===== src/rtl/frame_rd_pkg.sv =====
// frame_rd_pkg: shared types and constants for the frame read address generator.
//   state_t     - read sequencer states
//   BANK_W      - width of the DDR bank field at the top of the word address
//   BANK_HI_OFS - distance of the bank field MSB below ADDR_W
//   BANK_LO_OFS - distance of the bank field LSB below ADDR_W
package frame_rd_pkg;

  typedef enum logic [2:0] {
    IDLE,
    CHECK,
    REQ,
    WAIT_DATA,
    DONE
  } state_t;

  localparam int BANK_W      = 2;
  localparam int BANK_HI_OFS = 1;
  localparam int BANK_LO_OFS = BANK_W;

endpackage


===== src/rtl/frame_rd_addr_gen.sv =====
// frame_rd_addr_gen: DDR read-side frame address generator (phy_clk domain).
// On rd_load it latches rd_bank and issues FRAME_BURSTS read bursts of
// BURST_LEN words each. A burst is issued only when the downstream FIFO has
// room for a full burst. frame_rd_done pulses after the last burst's data
// has landed in the FIFO.
//
// Ports:
//   phy_clk, sys_rst       clock, asynchronous active-high reset
//   rd_bank, rd_load       frame start request (bank sampled with the load)
//   fifo_wr_cnt            downstream FIFO occupancy in words
//   ddr_rd_req/addr/ack    burst request handshake to the DDR controller
//   ddr_rd_done            last word of the outstanding burst written
//   frame_rd_done          one-cycle frame-complete pulse
//   busy                   sequencer is not idle
//   rd_load_err            (only with FRAME_RD_ERR_EN) sticky flag: rd_load
//                          arrived while a frame was in progress
//
// Optional feature macro: FRAME_RD_ERR_EN.
module frame_rd_addr_gen
  import frame_rd_pkg::*;
#(
  parameter int ADDR_W       = 25,
  parameter int BURST_LEN    = 64,
  parameter int FRAME_BURSTS = 4800,
  parameter int FIFO_DEPTH   = 512,
  parameter int CNT_W        = 10
) (
  input  logic              phy_clk,
  input  logic              sys_rst,
  input  logic [BANK_W-1:0] rd_bank,
  input  logic              rd_load,
  input  logic [CNT_W-1:0]  fifo_wr_cnt,
  output logic              ddr_rd_req,
  output logic [ADDR_W-1:0] ddr_rd_addr,
  input  logic              ddr_rd_ack,
  input  logic              ddr_rd_done,
  output logic              frame_rd_done,
  output logic              busy
`ifdef FRAME_RD_ERR_EN
  ,
  output logic              rd_load_err
`endif
);

  localparam int BANK_HI = ADDR_W - BANK_HI_OFS;
  localparam int BANK_LO = ADDR_W - BANK_LO_OFS;
  localparam int OFS_W   = BANK_LO;
  localparam int BC_W    = (FRAME_BURSTS > 1) ? $clog2(FRAME_BURSTS) : 1;

  // Highest occupancy that still leaves room for one whole burst.
  localparam logic [CNT_W:0] ROOM_MAX = (CNT_W+1)'(FIFO_DEPTH - BURST_LEN);

  // A frame must fit inside one bank so the offset never spills into the
  // bank bits.
  if (longint'(FRAME_BURSTS) * longint'(BURST_LEN) > (longint'(1) << OFS_W)) begin : g_frame_too_big
    $error("frame_rd_addr_gen: FRAME_BURSTS*BURST_LEN exceeds one bank");
  end
  if ((BURST_LEN & (BURST_LEN - 1)) != 0) begin : g_burst_not_pow2
    $error("frame_rd_addr_gen: BURST_LEN must be a power of two");
  end

  state_t            state;
  logic [BANK_W-1:0] bank_q;
  logic [OFS_W-1:0]  offset;
  logic [BC_W-1:0]   burst_cnt;
  logic              room;

  assign room = ({1'b0, fifo_wr_cnt} <= ROOM_MAX);

  always_ff @(posedge phy_clk or posedge sys_rst) begin
    if (sys_rst) begin
      state         <= IDLE;
      bank_q        <= '0;
      offset        <= '0;
      burst_cnt     <= '0;
      ddr_rd_req    <= 1'b0;
      ddr_rd_addr   <= '0;
      frame_rd_done <= 1'b0;
      busy          <= 1'b0;
`ifdef FRAME_RD_ERR_EN
      rd_load_err   <= 1'b0;
`endif
    end else begin
`ifdef FRAME_RD_ERR_EN
      if (rd_load && state != IDLE) rd_load_err <= 1'b1;
`endif
      unique case (state)
        IDLE: begin
          if (rd_load) begin
            bank_q    <= rd_bank;
            offset    <= '0;
            burst_cnt <= '0;
            busy      <= 1'b1;
            state     <= CHECK;
          end
        end
        CHECK: begin
          if (room) begin
            ddr_rd_req                    <= 1'b1;
            ddr_rd_addr[BANK_HI:BANK_LO]  <= bank_q;
            ddr_rd_addr[BANK_LO-1:0]      <= offset;
            state                         <= REQ;
          end
        end
        REQ: begin
          if (ddr_rd_ack) begin
            ddr_rd_req <= 1'b0;
            state      <= WAIT_DATA;
          end
        end
        WAIT_DATA: begin
          if (ddr_rd_done) begin
            offset    <= offset + OFS_W'(BURST_LEN);
            burst_cnt <= burst_cnt + 1'b1;
            state     <= (burst_cnt == BC_W'(FRAME_BURSTS - 1)) ? DONE : CHECK;
          end
        end
        DONE: begin
          // Two cycles here: first raises the registered pulse, second
          // drops it together with busy so both fall on the same edge.
          if (!frame_rd_done) begin
            frame_rd_done <= 1'b1;
          end else begin
            frame_rd_done <= 1'b0;
            busy          <= 1'b0;
            state         <= IDLE;
          end
        end
        default: state <= IDLE;
      endcase
    end
  end

endmodule


===== config.mk =====
export PLATFORM = sky130hd
export DESIGN_NAME = frame_rd_addr_gen
export DESIGN_NICKNAME = d
export VERILOG_FILES = /design/src/rtl/frame_rd_pkg.sv /design/src/rtl/frame_rd_addr_gen.sv
export SDC_FILE = /design/constraint.sdc
export NUM_CORES = 1
export LEC_CHECK = 0
export ABC_AREA = 0
export ABC_CLOCK_PERIOD_IN_PS = 2100
export BUFFER_PORTS_ARGS = -buffer_cell sky130_fd_sc_hd__buf_4
export CORE_ASPECT_RATIO = 0.8
export CORE_MARGIN = 2
export CORE_UTILIZATION = 50
export CTS_CLUSTER_DIAMETER = 40
export CTS_CLUSTER_SIZE = 10
export DETAILED_ROUTE_END_ITERATION = 16
export HOLD_SLACK_MARGIN = 0.02
export MAX_ROUTING_LAYER = met4
export PLACE_DENSITY = 0.76
export SYNTH_ARGS = -nofsm -noshare
export SYNTH_HDL_FRONTEND = slang
export SYNTH_SLANG_ARGS = --single-unit

===== constraint.sdc =====
create_clock -name phy_clk -period 2.1 [get_ports phy_clk]
set_input_delay 0 -clock phy_clk [delete_from_list [all_inputs] [get_ports phy_clk]]
set_output_delay 0 -clock phy_clk [all_outputs]
set_load 0.01 [all_outputs]

Word-level counts from Yosys, hierarchy flattened:

Cells that the tools add are included.

* $add $sub $neg: 2
* $mul: 0
* divide/modulo/power cells: 0
* magnitude comparators: 1
* eq/ne operators: 10
* shift-type cells: 0
* mux-type cells: 20
* bitwise logic cells: 0
* reductions and logical operators: 10

Operator list (number)
* 23-bit two-way mux: 2
* 23-bit one-hot mux with 2 select lines: 1
* 13-bit two-way mux: 2
* 13-bit one-hot mux with 2 select lines: 1
* 23-bit by 7-bit adder with 23-bit output (second input constant): 1
* 3-bit two-way mux: 6
* 3-bit one-hot mux with 5 select lines: 1
* 13-bit by 1-bit adder with 13-bit output (second input constant): 1
* 13-bit == test (second input constant): 1
* 10-bit by 9-bit less-or-equal comparator with 1-bit output (second input constant): 1
* 2-bit inequality test (second input constant): 5
* 3-bit AND reduction: 3
* 3-bit by 2-bit == test with 1-bit output (second input constant): 2
* 2-bit nonzero test: 3
* 1-bit two-way mux: 5
* 5-bit AND reduction: 1
* 1-bit one-hot mux with 2 select lines: 2
* 2-bit AND reduction: 2
* 3-bit by 1-bit == test with 1-bit output (second input constant): 1
* 3-bit == test (second input constant): 1
* 3-bit logical NOT: 1

* register bits after elaboration: 69
* latch bits: 0
* bits in writable memories: 0
* memory bits (read-only): 0
* bits of input ports: 17
* output and inout bits: 28
* logic and storage cells: 51
* memories kept: 0

Logic depth before layout (Yosys ltp):

Gate-level depths: netlist of the first run.

* depth after elaboration: 4
* gate-level depth with buffers: 6

Least setup slack after synthesis of the first run:

No wires, ideal clock.

* path type: register to register
* from: register state[0]
* to: register offset[22]
* setup time: 0.078 ns
* arrival time: 2.006 ns
* data required time: 2.022 ns
* setup slack: 0.016 ns
* stages on the path, launching flop included: 6
* path through: dfrtp_1 -> or4b_1 -> buf_2 -> a211o_1 -> or4_1 -> a21oi_1

* longest elaborated chain between the ends: 3

RTL lines
* start: declaration: line frame_rd_addr_gen.sv:62 `state_t state;`
* start signal: assignment: line frame_rd_addr_gen.sv:115 `state <= (burst_cnt == BC_W'(FRAME_BURSTS - 1)) ? DONE : CHECK;`
* 3-bit by 2-bit == test with 1-bit output or 3-bit logical NOT (tied branches): line frame_rd_addr_gen.sv:87 `unique case (state)`
* 2-bit inequality test (no source line) or 2-bit nonzero test (tied branches)
* 3-bit AND reduction (no source line)
* end signal: assignment: line frame_rd_addr_gen.sv:113 `offset <= offset + OFS_W'(BURST_LEN);`
* end: declaration: line frame_rd_addr_gen.sv:64 `logic [OFS_W-1:0] offset;`

Several ways; a longest one is shown, not always the timed one.
A chain may end at the register's enable or synchronous reset.

Worst setup path in the final report of the first run:

* from: register state[0]
* to: register burst_cnt[8]

* longest elaborated chain between the ends: 3

RTL lines
* 3-bit by 2-bit == test with 1-bit output or 3-bit logical NOT (tied branches): line frame_rd_addr_gen.sv:87
* 2-bit inequality test (no source line) or 2-bit nonzero test (tied branches)
* 3-bit AND reduction (no source line)
* end signal: assignment: line frame_rd_addr_gen.sv:114 `burst_cnt <= burst_cnt + 1'b1;`
* end: declaration: line frame_rd_addr_gen.sv:65 `logic [BC_W-1:0] burst_cnt;`

Several ways; a longest one is shown, not always the timed one.

==> flow_summary.ini, run 1 <==
[critical_path]
timing.critical_path.cells = or4b_1, buf_4, a2111oi_0, xnor2_1, nor2_1
critPathMaxStageDelay_ns = 0.54
crit_fanout = 17
crit_required_ns = 2.31
crit_path_end_kind = flop
crit_type = flop to flop
critical_path.top_delay_family = simple AND/OR/NAND/NOR gates
critical_path.startpoint_type = flop
crit_path_top_delay_cell = or4b_1
critical_path_at_ns = 2.22
number_of_buffer_and_inverter_instances_along_the_worst_setup_path = 1

[timing]
fin_crit_sh = 0.9557
rsz0062_at_grt = no
worst_slew_pin_slew_ns = 0.4991
final_max_slew_viol_count = 0
final_hold_viol_count = 0
final.min_clock_period_ns = 2.007
fin_tns_setup_ns = 0
max_clock_skew_ns = 0.006918
clock.fmax_mhz = 498.3
slew_hr = 0.6587
finalSetupViolations = 0
hold_slack_ns = 0.1262

[die]
io_pins = 45
core_rows = 24
die_width_um = 87.31
die_height_um = 70.65
fp.dieArea_um2 = 6168
core-area_um2 = 5405
starting_utilization_of_the_core_area = 0.5137

[power_and_ir_drop]
power.ir.vdd_worst_v = 0.0004903
design_power_total_w = 0.003594
switching_share = 0.3108
p_leak_nw = 1.625
seq_power_share = 0.408
cellPowerDensity_nw_per_um2 = 1029
combinational_group_share_of_total_power = 0.277
cell_internal_pwr_w = 0.002477
power_frac_clock = 0.315
switching_power_w = 0.001117

[global_routing]
grt_util_met2 = 0.3199
grt.busiest_layer = met2
grt_max_degree = 31
grt_pass1_vias = 2140
grt_first_pass_wirelength_um = 10020
grt_total_ovfl = 0
global_route_usage_sum = 0.2171
grtUsageMet3 = 0.05951
grt_antenna_before_repair = 0
grt_util_met1 = 0.2870

[synthesis]
ys_seq_elements = 57
leading_register_cell_type_out_of_synthesis = dfrtp_1
ys.warnings.count = 0
synth.top_cell.area_share = 0.5137
instance_count_of_the_mapped_netlist = 266
synth.lib_cells_used.distinct = 49
synth.yosys.seq_area_share = 0.5137
fraction_of_registers_with_async_set_or_reset_after_synthesis = 1.000
synth_edf_count = 0
netlist_top_cells_area = dfrtp_1, mux2_2, nand2_1
mappedNetlistArea_um2 = 2776
synth_top_cell_by_area = dfrtp_1
per_instance_average_area_after_synthesis_um2 = 10.44

[status]
outcome = completed

[layout]
antenna_cells_inserted = 0
drive_above_1_share = 0.2791
layout.nets = 340
area_growth_from_synthesis_to_final_layout_pct = 25.78
nFillCells = 442

[clock_network]
root_buffer = clkbuf_8
ctsHtreeMaxLevel = 3
cts_tree = yes
total_cts_buffers = 9
clkSinkCount = 57
cts.clk_slew.worst_paths_ns = 0.07
post_cts_buffers = 0
ctsLongestPathBuffers = 2
clk-insertion-delay-late_ns = 0.34

[detailed_routing]
vias = 2180
drtAntennaViolNets = 0
drt-total-wl_um = 5824
post_drt_wl_per_cell_um = 14.90
detailedRoute.firstIterationViolations = 184
vias_per_cell = 5.575
detail_route.first_pass.iterations = 4
post-route-drc-count = 0

[placement]
finalWeightedCongestion = 0.8321
place.port_buffers = 38
detailed_place_hpwl_um = 3992

[run]
timing.max_cap.violations = 0

[hold_path]
hold_path_class = input port to asynchronous set/reset pin
-- registers in the layout, summed over array words and instances, names as in the netlist --
| signal | cells |
|---|---|
| bank_q | 2 |
| burst_cnt | 13 |
| offset | 17 |
| state | 3 |
| frame_rd_done | 1 |
| ddr_rd_addr | 19 |
| ddr_rd_req | 1 |
| busy | 1 |
-- cell type report --
type	instances	area [µm²]	share of cell area
Sequential cell	57	1426	0.4085
Multi-Input combinational cell	191	1286	0.3683
Timing Repair Buffer	58	462.9	0.1326
Clock buffer	11	141.4	0.04049
Tap cell	65	81.33	0.02329
Clock inverter	5	78.83	0.02257
Inverter	4	15.01	0.004300
-- cell usage in the layout, fill, tap and decap left out, types with 5 or more instances in the layout --
cell type      count
nor2_1            20
xnor2_1           10
o21ai_0           11
nand3_1            8
clkbuf_8          10
dfrtp_1           57
conb_1             6
nand4_1            8
buf_4             51
mux2_2            16
nand2_1           29
or3_1              5
xor2_1             5
dlygate4sd3_1      6
a21oi_1           15
-- power by group through the flow --
stage | Sequential [W] | Clock (W) | Combinational, W
floorplan | 0.00150 | 0 | 0.000552
detailed placement | 0.00149 | 0 | 0.000981
CTS | 0.00147 | 0.00116 | 0.000994
global route | 0.00150 | 0.00120 | 0.00111
finish | 0.00147 | 0.00113 | 0.000995
global placement | 0.00147 | 0 | 0.000960
-- per-stage QoR --
stage	setup WS, ns	util	cells	cell area (µm²)
after detailed placement	0.1033	0.5912	369	3196
after global placement	0.1772	0.5912	369	3196
after CTS	0.08905	0.6431	391	3476
after global routing	0.02162	0.6461	391	3492
after floorplan	0.01631	-	271	2795
final	0.09297	0.6461	391	3492
-- what timing repair did --
item,in CTS,in global routing
hold buffers,6,0
hold endpoints to repair,63,0
endpoints found under the setup margin,0,5
resized for setup,0,6
-- cell usage after synthesis, types with 2 or more instances --
master     count
a2111oi_0      5
a211o_1        2
a211oi_1       3
a21o_1         2
a21oi_1       15
a31o_2         2
and2_1         2
and3_1         3
and4_1         2
buf_2          3
buf_4          6
clkbuf_1       9
dfrtp_1       57
ha_1           2
inv_1          4
mux2_1         3
mux2_2        16
mux2i_1        2
nand2_1       29
nand2b_1       2
nand3_1        8
nand3b_1       3
nand4_1        8
nor2_1        20
nor4_1         2
nor4bb_1       3
o2111ai_1      2
o21ai_0       11
o31ai_1        2
or3_1          5
or4_1          2
xnor2_1       10
xor2_1         5
-- worst reg2reg max path: stages, from the launching register on --
cell	delay (ns)
dfrtp_1	0.38
or4b_1	0.54
buf_4	0.22
a2111oi_0	0.50
xnor2_1	0.18
nor2_1	0.06
-- routing by layer --
| metal | part of all wire | vias to the layer above |
|---|---|---|
| met4 | 0.017 | 0 |
| li1 | - | 1066 |
| met5 | 0 | - |
| met2 | 0.48 | 42 |
| met3 | 0.040 | 12 |
| met1 | 0.47 | 1060 |
-- logic make-up after synthesis --
logic type	after synthesis	share of synthesized area
AND/OR/NAND/NOR	98	0.1888
buffers and inverters	23	0.04055
multiplexers	21	0.08427
AO/OA/AOI/OAI	49	0.1149
flip-flops	57	0.5137
XOR/XNOR	15	0.04732
other	1	0.001351
adder cells (fa/ha/maj)	2	0.009012
-- final timing paths --
kind	slack, ns	start	endpoint	cells after the start
worst max-delay path	0.09	state[0]$_DFFE_PP0P_	burst_cnt[8]$_DFFE_PP0P_	5
worst min-delay path	0.13	sys_rst	ddr_rd_addr[21]$_DFFE_PP0P_	3
worst max register to register	0.09	state[0]$_DFFE_PP0P_	burst_cnt[8]$_DFFE_PP0P_	5
worst min register to register	0.48	ddr_rd_req$_DFFE_PP0P_	ddr_rd_req$_DFFE_PP0P_	1
max in group asynchronous	1.35	sys_rst	burst_cnt[10]$_DFFE_PP0P_	4
min in group phy_clk	0.35	fifo_wr_cnt[3]	state[0]$_DFFE_PP0P_	5
Note: power is estimated with default switching activity, not from simulation.
==> inputs of run 2 (changes only) <==
- ABC_CLOCK_PERIOD_IN_PS: 2100 -> 1800
- clock period: 2.1 -> 1.8 ns (I/O delays scaled with it)
==> run 2 against run 1 <==
Net effect:
- the run now ends with setup timing left
- sequential cell count did not move
- highest routed layer unchanged
- wire length is 9.9% higher
- setup slack lost 0.25 ns
- die area unchanged
- combinational power increased by 44%
- sequential share of layout area down 2.8 points
- sequential power increased by 15%
- first-iteration DRC count fell by 26%
- critical endpoint is now offset[22]$_DFFE_PP0P_
- worst hold slack improved by 0.057 ns
- critical path type unchanged
- utilization up 4.7 points
- critical path depth down 1
==> flow_summary.ini, run 2 (synthesized netlist as in run 1, its figures left out) <==
[clock_network]
ctsLongestPathBuffers = 2
ctsHtreeMaxLevel = 3
cts_tree = yes
total_cts_buffers = 9
root_buffer = clkbuf_8
cts.clk_slew.worst_paths_ns = 0.07
clkSinkCount = 57
clk-insertion-delay-late_ns = 0.34

[global_routing]
grt_total_ovfl = 0
grt_util_met1 = 0.3056
grt_pass1_vias = 2312
grt_antenna_before_repair = 0
grt_max_degree = 58
grt_util_met2 = 0.3628
grt.busiest_layer = met2
grt_first_pass_wirelength_um = 11080
global_route_usage_sum = 0.2385
grtUsageMet3 = 0.07818

[detailed_routing]
post-route-drc-count = 0
drt-total-wl_um = 6399
detail_route.first_pass.iterations = 4
vias_per_cell = 5.684
vias = 2336
drtAntennaViolNets = 0
post_drt_wl_per_cell_um = 15.57
detailedRoute.firstIterationViolations = 137

[layout]
drive_above_1_share = 0.3728
largest_reg_flops = 19
ff_latch_area_um2 = 1426
area_growth_from_synthesis_to_final_layout_pct = 34.93
antenna_cells_inserted = 0
regMostFlops = ddr_rd_addr
multi_input_comb_area_um2 = 1435
nFillCells = 413
final_cell_mix = buf_4, dfrtp_1, nand2_1
final_util = 0.6931
layout_top_registers = ddr_rd_addr: 19 flops, offset: 17 flops, burst_cnt: 13 flops
layout.nets = 361
most_frequent_standard_cell_in_the_layout_excluding_fill_and_tap_cells = buf_4

[power_and_ir_drop]
switching_share = 0.3437
combinational_group_share_of_total_power = 0.347
cellPowerDensity_nw_per_um2 = 1102
power_frac_clock = 0.242
p_leak_nw = 1.713
design_power_total_w = 0.004127
power.ir.vdd_worst_v = 0.0004284
seq_power_share = 0.410
switching_power_w = 0.001419
cell_internal_pwr_w = 0.002708

[timing]
final_max_slew_viol_count = 0
final_hold_viol_count = 0
setup_slack_ns = -0.1565
max_clock_skew_ns = 0.01127
fin_crit_sh = 1.087
clock.fmax_mhz = 511.1
final.min_clock_period_ns = 1.957
finalSetupViolations = 34
rsz0062_at_grt = yes

[die]
core-area_um2 = 5405
starting_utilization_of_the_core_area = 0.5137
die_height_um = 70.65
fp.dieArea_um2 = 6168
io_pins = 45
die_width_um = 87.31
core_rows = 24

[placement]
pre_cts_slack_ns = -0.3188
finalWeightedCongestion = 0.8146
place.port_buffers = 38
detailed_place_hpwl_um = 4108

[critical_path]
critical_path.startpoint_type = flop
number_of_buffer_and_inverter_instances_along_the_worst_setup_path = 0
critPathMaxStageDelay_ns = 0.58
crit_path_top_delay_cell = or4b_4
critical_path_at_ns = 2.23
critical_path.top_delay_family = simple AND/OR/NAND/NOR gates
rrSetupSlack_ns = -0.16
crit_fanout = 6
crit_type = flop to flop
crit_required_ns = 2.07
timing.critical_path.cells = or4b_4, a211o_4, or4_4, a21oi_2
crit_path_end_kind = flop

[status]
outcome = finished, violations left
failed_checks = setup timing

[run]
timing.max_cap.violations = 0

[hold_path]
hold_path_class = input port to flop
[run 2: changes by cell type in the layout (fill, tap and decap cells not counted), sizes merged]
cell      previous run  this run
bufinv               2         0
clkbuf              11         9
clkinv               3         5
clkinvlp             0         1
a211o                2         3
buf                 52        72
[run 2: tightest hold or removal path: cells and delay by family]
kind	cells	cell delay [ns]
AOI/OAI and AO/OA	3	0.35
buffers and inverters	1	0.12
[run 2: through the flow]
stage / TNS, ns / instances / area (µm²) / hold WS, ns
detailed placement: -4.727 / 382 / 3293 / 0.08909
global route: -4.994 / 411 / 3746 / 0.2120
global placement: -3.405 / 382 / 3293 / 0.08556
CTS: -2.397 / 408 / 3666 / 0.1766
finish: -1.809 / 411 / 3746 / 0.1835
floorplan: -1.588 / 271 / 2811 / 0.1050
[run 2: worst paths after layout]
path,from,end,cells past startpoint
setup / recovery,state[1]$_DFFE_PP0P_,offset[22]$_DFFE_PP0P_,4
hold / removal,rd_load,state[2]$_DFFE_PP0P_,4
setup reg to reg,state[1]$_DFFE_PP0P_,offset[22]$_DFFE_PP0P_,4
hold reg to reg,bank_q[1]$_DFFE_PP0P_,bank_q[1]$_DFFE_PP0P_,2
max in group asynchronous,sys_rst,burst_cnt[5]$_DFFE_PP0P_,4
min in group asynchronous,sys_rst,ddr_rd_addr[23]$_DFFE_PP0P_,4
[run 2: final cells by class]
class                      instances  area share
timing repair buffer              78      0.1677
multi-input combinational        192      0.3831
clock buffer                       9     0.03307
tap                               65     0.02171
sequential                        57      0.3808
inverter                           4    0.004008
clock inverter                     6    0.009686
[run 2: power by group through the flow]
stage | Combinational (W) | Clock [W] | Sequential, W
global route | 0.00156 | 0.00108 | 0.00173
global placement | 0.00123 | 0 | 0.00170
detailed placement | 0.00127 | 0 | 0.00171
finish | 0.00143 | 0.000999 | 0.00169
floorplan | 0.000664 | 0 | 0.00175
CTS | 0.00138 | 0.00102 | 0.00169
[run 2: layer usage]
| metal | share of wire | vias to the layer above |
|---|---|---|
| li1 | - | 1104 |
| met1 | 0.43 | 1147 |
| met2 | 0.50 | 70 |
| met3 | 0.051 | 15 |
| met4 | 0.016 | 0 |
| met5 | 0 | - |
[run 2: repair_timing]
| item | CTS | global route |
|---|---|---|
| endpoints found under the hold margin | 63 | 0 |
| buffers inserted | 3 | 3 |
| gates cloned | 2 | 0 |
| resized for setup | 22 | 13 |
| hold buffers | 6 | 0 |
| setup endpoints to repair | 34 | 39 |
| pin swaps | 4 | 7 |
==> inputs of run 3 (changes only) <==
--- a/config.mk
+++ b/config.mk
@@ -7,5 +7,5 @@
 export LEC_CHECK = 0
 export ABC_AREA = 0
-export ABC_CLOCK_PERIOD_IN_PS = 1800
+export ABC_CLOCK_PERIOD_IN_PS = 2300
 export BUFFER_PORTS_ARGS = -buffer_cell sky130_fd_sc_hd__buf_4
 export CORE_ASPECT_RATIO = 0.8
@@ -17,5 +17,5 @@
 export HOLD_SLACK_MARGIN = 0.02
 export MAX_ROUTING_LAYER = met4
-export PLACE_DENSITY = 0.76
+export PLACE_DENSITY = 0.73
 export SYNTH_ARGS = -nofsm -noshare
 export SYNTH_HDL_FRONTEND = slang
==> constraint.sdc (replaced) <==
create_clock -name phy_clk -period 2.3 [get_ports phy_clk]
set_input_delay 0.345 -clock phy_clk [delete_from_list [all_inputs] [get_ports phy_clk]]
set_output_delay 0.345 -clock phy_clk [all_outputs]
set_load 0.01 [all_outputs]
==> run 3 against run 2 <==
Net effect:
- the run now ends clean
- maximum frequency is 3.9% lower
- worst hold slack better by 0.016 ns
- sequential cell count stayed put
- via count is 9.8% lower
==> flow_summary.ini, run 3 (synthesized netlist as in run 1, its figures left out) <==
[status]
outcome = completed

[layout]
most_frequent_standard_cell_in_the_layout_excluding_fill_and_tap_cells = dfrtp_1
final_util = 0.6204
multi_input_comb_area_um2 = 1270
drive_above_1_share = 0.2727
finish.cell_count_without_fillers = 384
ff_latch_area_um2 = 1426
largest_reg_flops = 19
layout.nets = 333
regMostFlops = ddr_rd_addr
antenna_cells_inserted = 0
layout_top_registers = ddr_rd_addr: 19 flops, offset: 17 flops, burst_cnt: 13 flops
nFillCells = 462
final_cell_mix = dfrtp_1, buf_4, nand2_1
area_growth_from_synthesis_to_final_layout_pct = 20.78

[clock_network]
ctsLongestPathBuffers = 2
cts_tree = yes
cts.clk_slew.worst_paths_ns = 0.07
post_cts_resize_count = 0
root_buffer = clkbuf_8
clkSinkCount = 57
post_cts_buffers = 0
clk-insertion-delay-late_ns = 0.34
total_cts_buffers = 9
ctsHtreeMaxLevel = 3

[power_and_ir_drop]
power_frac_clock = 0.261
cellPowerDensity_nw_per_um2 = 894.0
switching_share = 0.3353
p_leak_nw = 1.564
design_power_total_w = 0.002998
combinational_group_share_of_total_power = 0.292
seq_power_share = 0.447
cell_internal_pwr_w = 0.001992
power.ir.vdd_worst_v = 0.0003683
switching_power_w = 0.001005

[timing]
final.min_clock_period_ns = 2.036
fin_crit_sh = 0.8854
fin_tns_setup_ns = 0
max_clock_skew_ns = 0.008574
slew_hr = 0.6666
finalSetupViolations = 0
final_max_slew_viol_count = 0
final_hold_viol_count = 0
worst_slew_pin_slew_ns = 0.4875
rsz0062_at_grt = no
hold_slack_ns = 0.1994
clock.fmax_mhz = 491.1

[detailed_routing]
post_drt_wl_per_cell_um = 14.53
vias_per_cell = 5.487
routed-wl-met3_um = 283
drtAntennaViolNets = 0
detail_route.first_pass.iterations = 4
maxUsedRoutingLayer = met4
met2WireLength_um = 2660
vias = 2107
detailedRoute.firstIterationViolations = 231
wl_met1_um = 2605
drt-total-wl_um = 5579
post-route-drc-count = 0

[die]
core_rows = 24
die_width_um = 87.31
core-area_um2 = 5405
die_height_um = 70.65
fp.dieArea_um2 = 6168
io_pins = 45
starting_utilization_of_the_core_area = 0.5137

[global_routing]
grt_first_pass_wirelength_um = 9680
global_route_usage_sum = 0.2085
grt_antenna_before_repair = 0
grt_pass1_vias = 2122
grt_total_ovfl = 0
grt_max_degree = 39

[critical_path]
crit_fanout = 10
worstRegToRegCells = 4
critical_path_at_ns = 2.30
crit_type = flop to flop
crit_path_end_kind = flop
critical_path.startpoint_type = flop
crit_required_ns = 2.57

[run]
timing.max_cap.violations = 0

[placement]
finalWeightedCongestion = 0.8691
place.port_buffers = 38
placed_cells = 367
detailed_place_hpwl_um = 3944

[hold_path]
hold_path_class = input port to flop
worst_hold_path.num_cells = 3
run 3: final timing paths:
kind	from	to	slack (ns)
min	rd_bank[1]	bank_q[1]$_DFFE_PP0P_	0.20
max	state[0]$_DFFE_PP0P_	offset[22]$_DFFE_PP0P_	0.26
min in group asynchronous	sys_rst	ddr_rd_addr[23]$_DFFE_PP0P_	0.57
max in group asynchronous	sys_rst	burst_cnt[8]$_DFFE_PP0P_	1.18
min reg2reg	bank_q[1]$_DFFE_PP0P_	bank_q[1]$_DFFE_PP0P_	0.48
max reg2reg	state[0]$_DFFE_PP0P_	offset[22]$_DFFE_PP0P_	0.26
run 3: area by class of cell:
cell class	count	share of cell area
Clock buffer	10	0.03806
Clock inverter	6	0.01045
Inverter	4	0.004478
Multi-Input combinational cell	191	0.3787
Sequential cell	57	0.4254
Tap cell	65	0.02425
Timing Repair Buffer	51	0.1187
run 3: power groups by stage:
stage / combinational, W / sequential [W] / clock [W]
6_report: 0.000875 / 0.00134 / 0.000783
5_1_grt: 0.000984 / 0.00136 / 0.000845
4_1_cts: 0.000887 / 0.00134 / 0.000806
3_5_place_dp: 0.000886 / 0.00136 / 0
3_3_place_gp: 0.000871 / 0.00135 / 0
2_1_floorplan: 0.000504 / 0.00137 / 0
run 3: timing repair:
action                     in CTS  in global routing
hold buffers                    1                  0
setup endpoints to repair       0                  0
hold endpoints to repair       19                  0
run 3: critical path: stages (launching register included):
cell and delay, ns:
dfrtp_1 0.37, or4b_1 0.54, a211o_1 0.37, or4_1 0.53, a21oi_1 0.16
run 3: per-stage QoR:
stage,instance area [µm²],setup WS [ns]
floorplan,2795,0.2163
global placement,3181,0.2812
detailed placement,3181,0.2707
CTS,3353,0.2686
global route,3353,0.1489
finish,3353,0.2636
run 3: per-layer routing:
layer | GRT usage | up-vias
li1 | - | 1048
met1 | 0.2609 | 1008
met2 | 0.3157 | 49
met3 | 0.06301 | 2
met4 | 0.08718 | 0
met5 | - | -
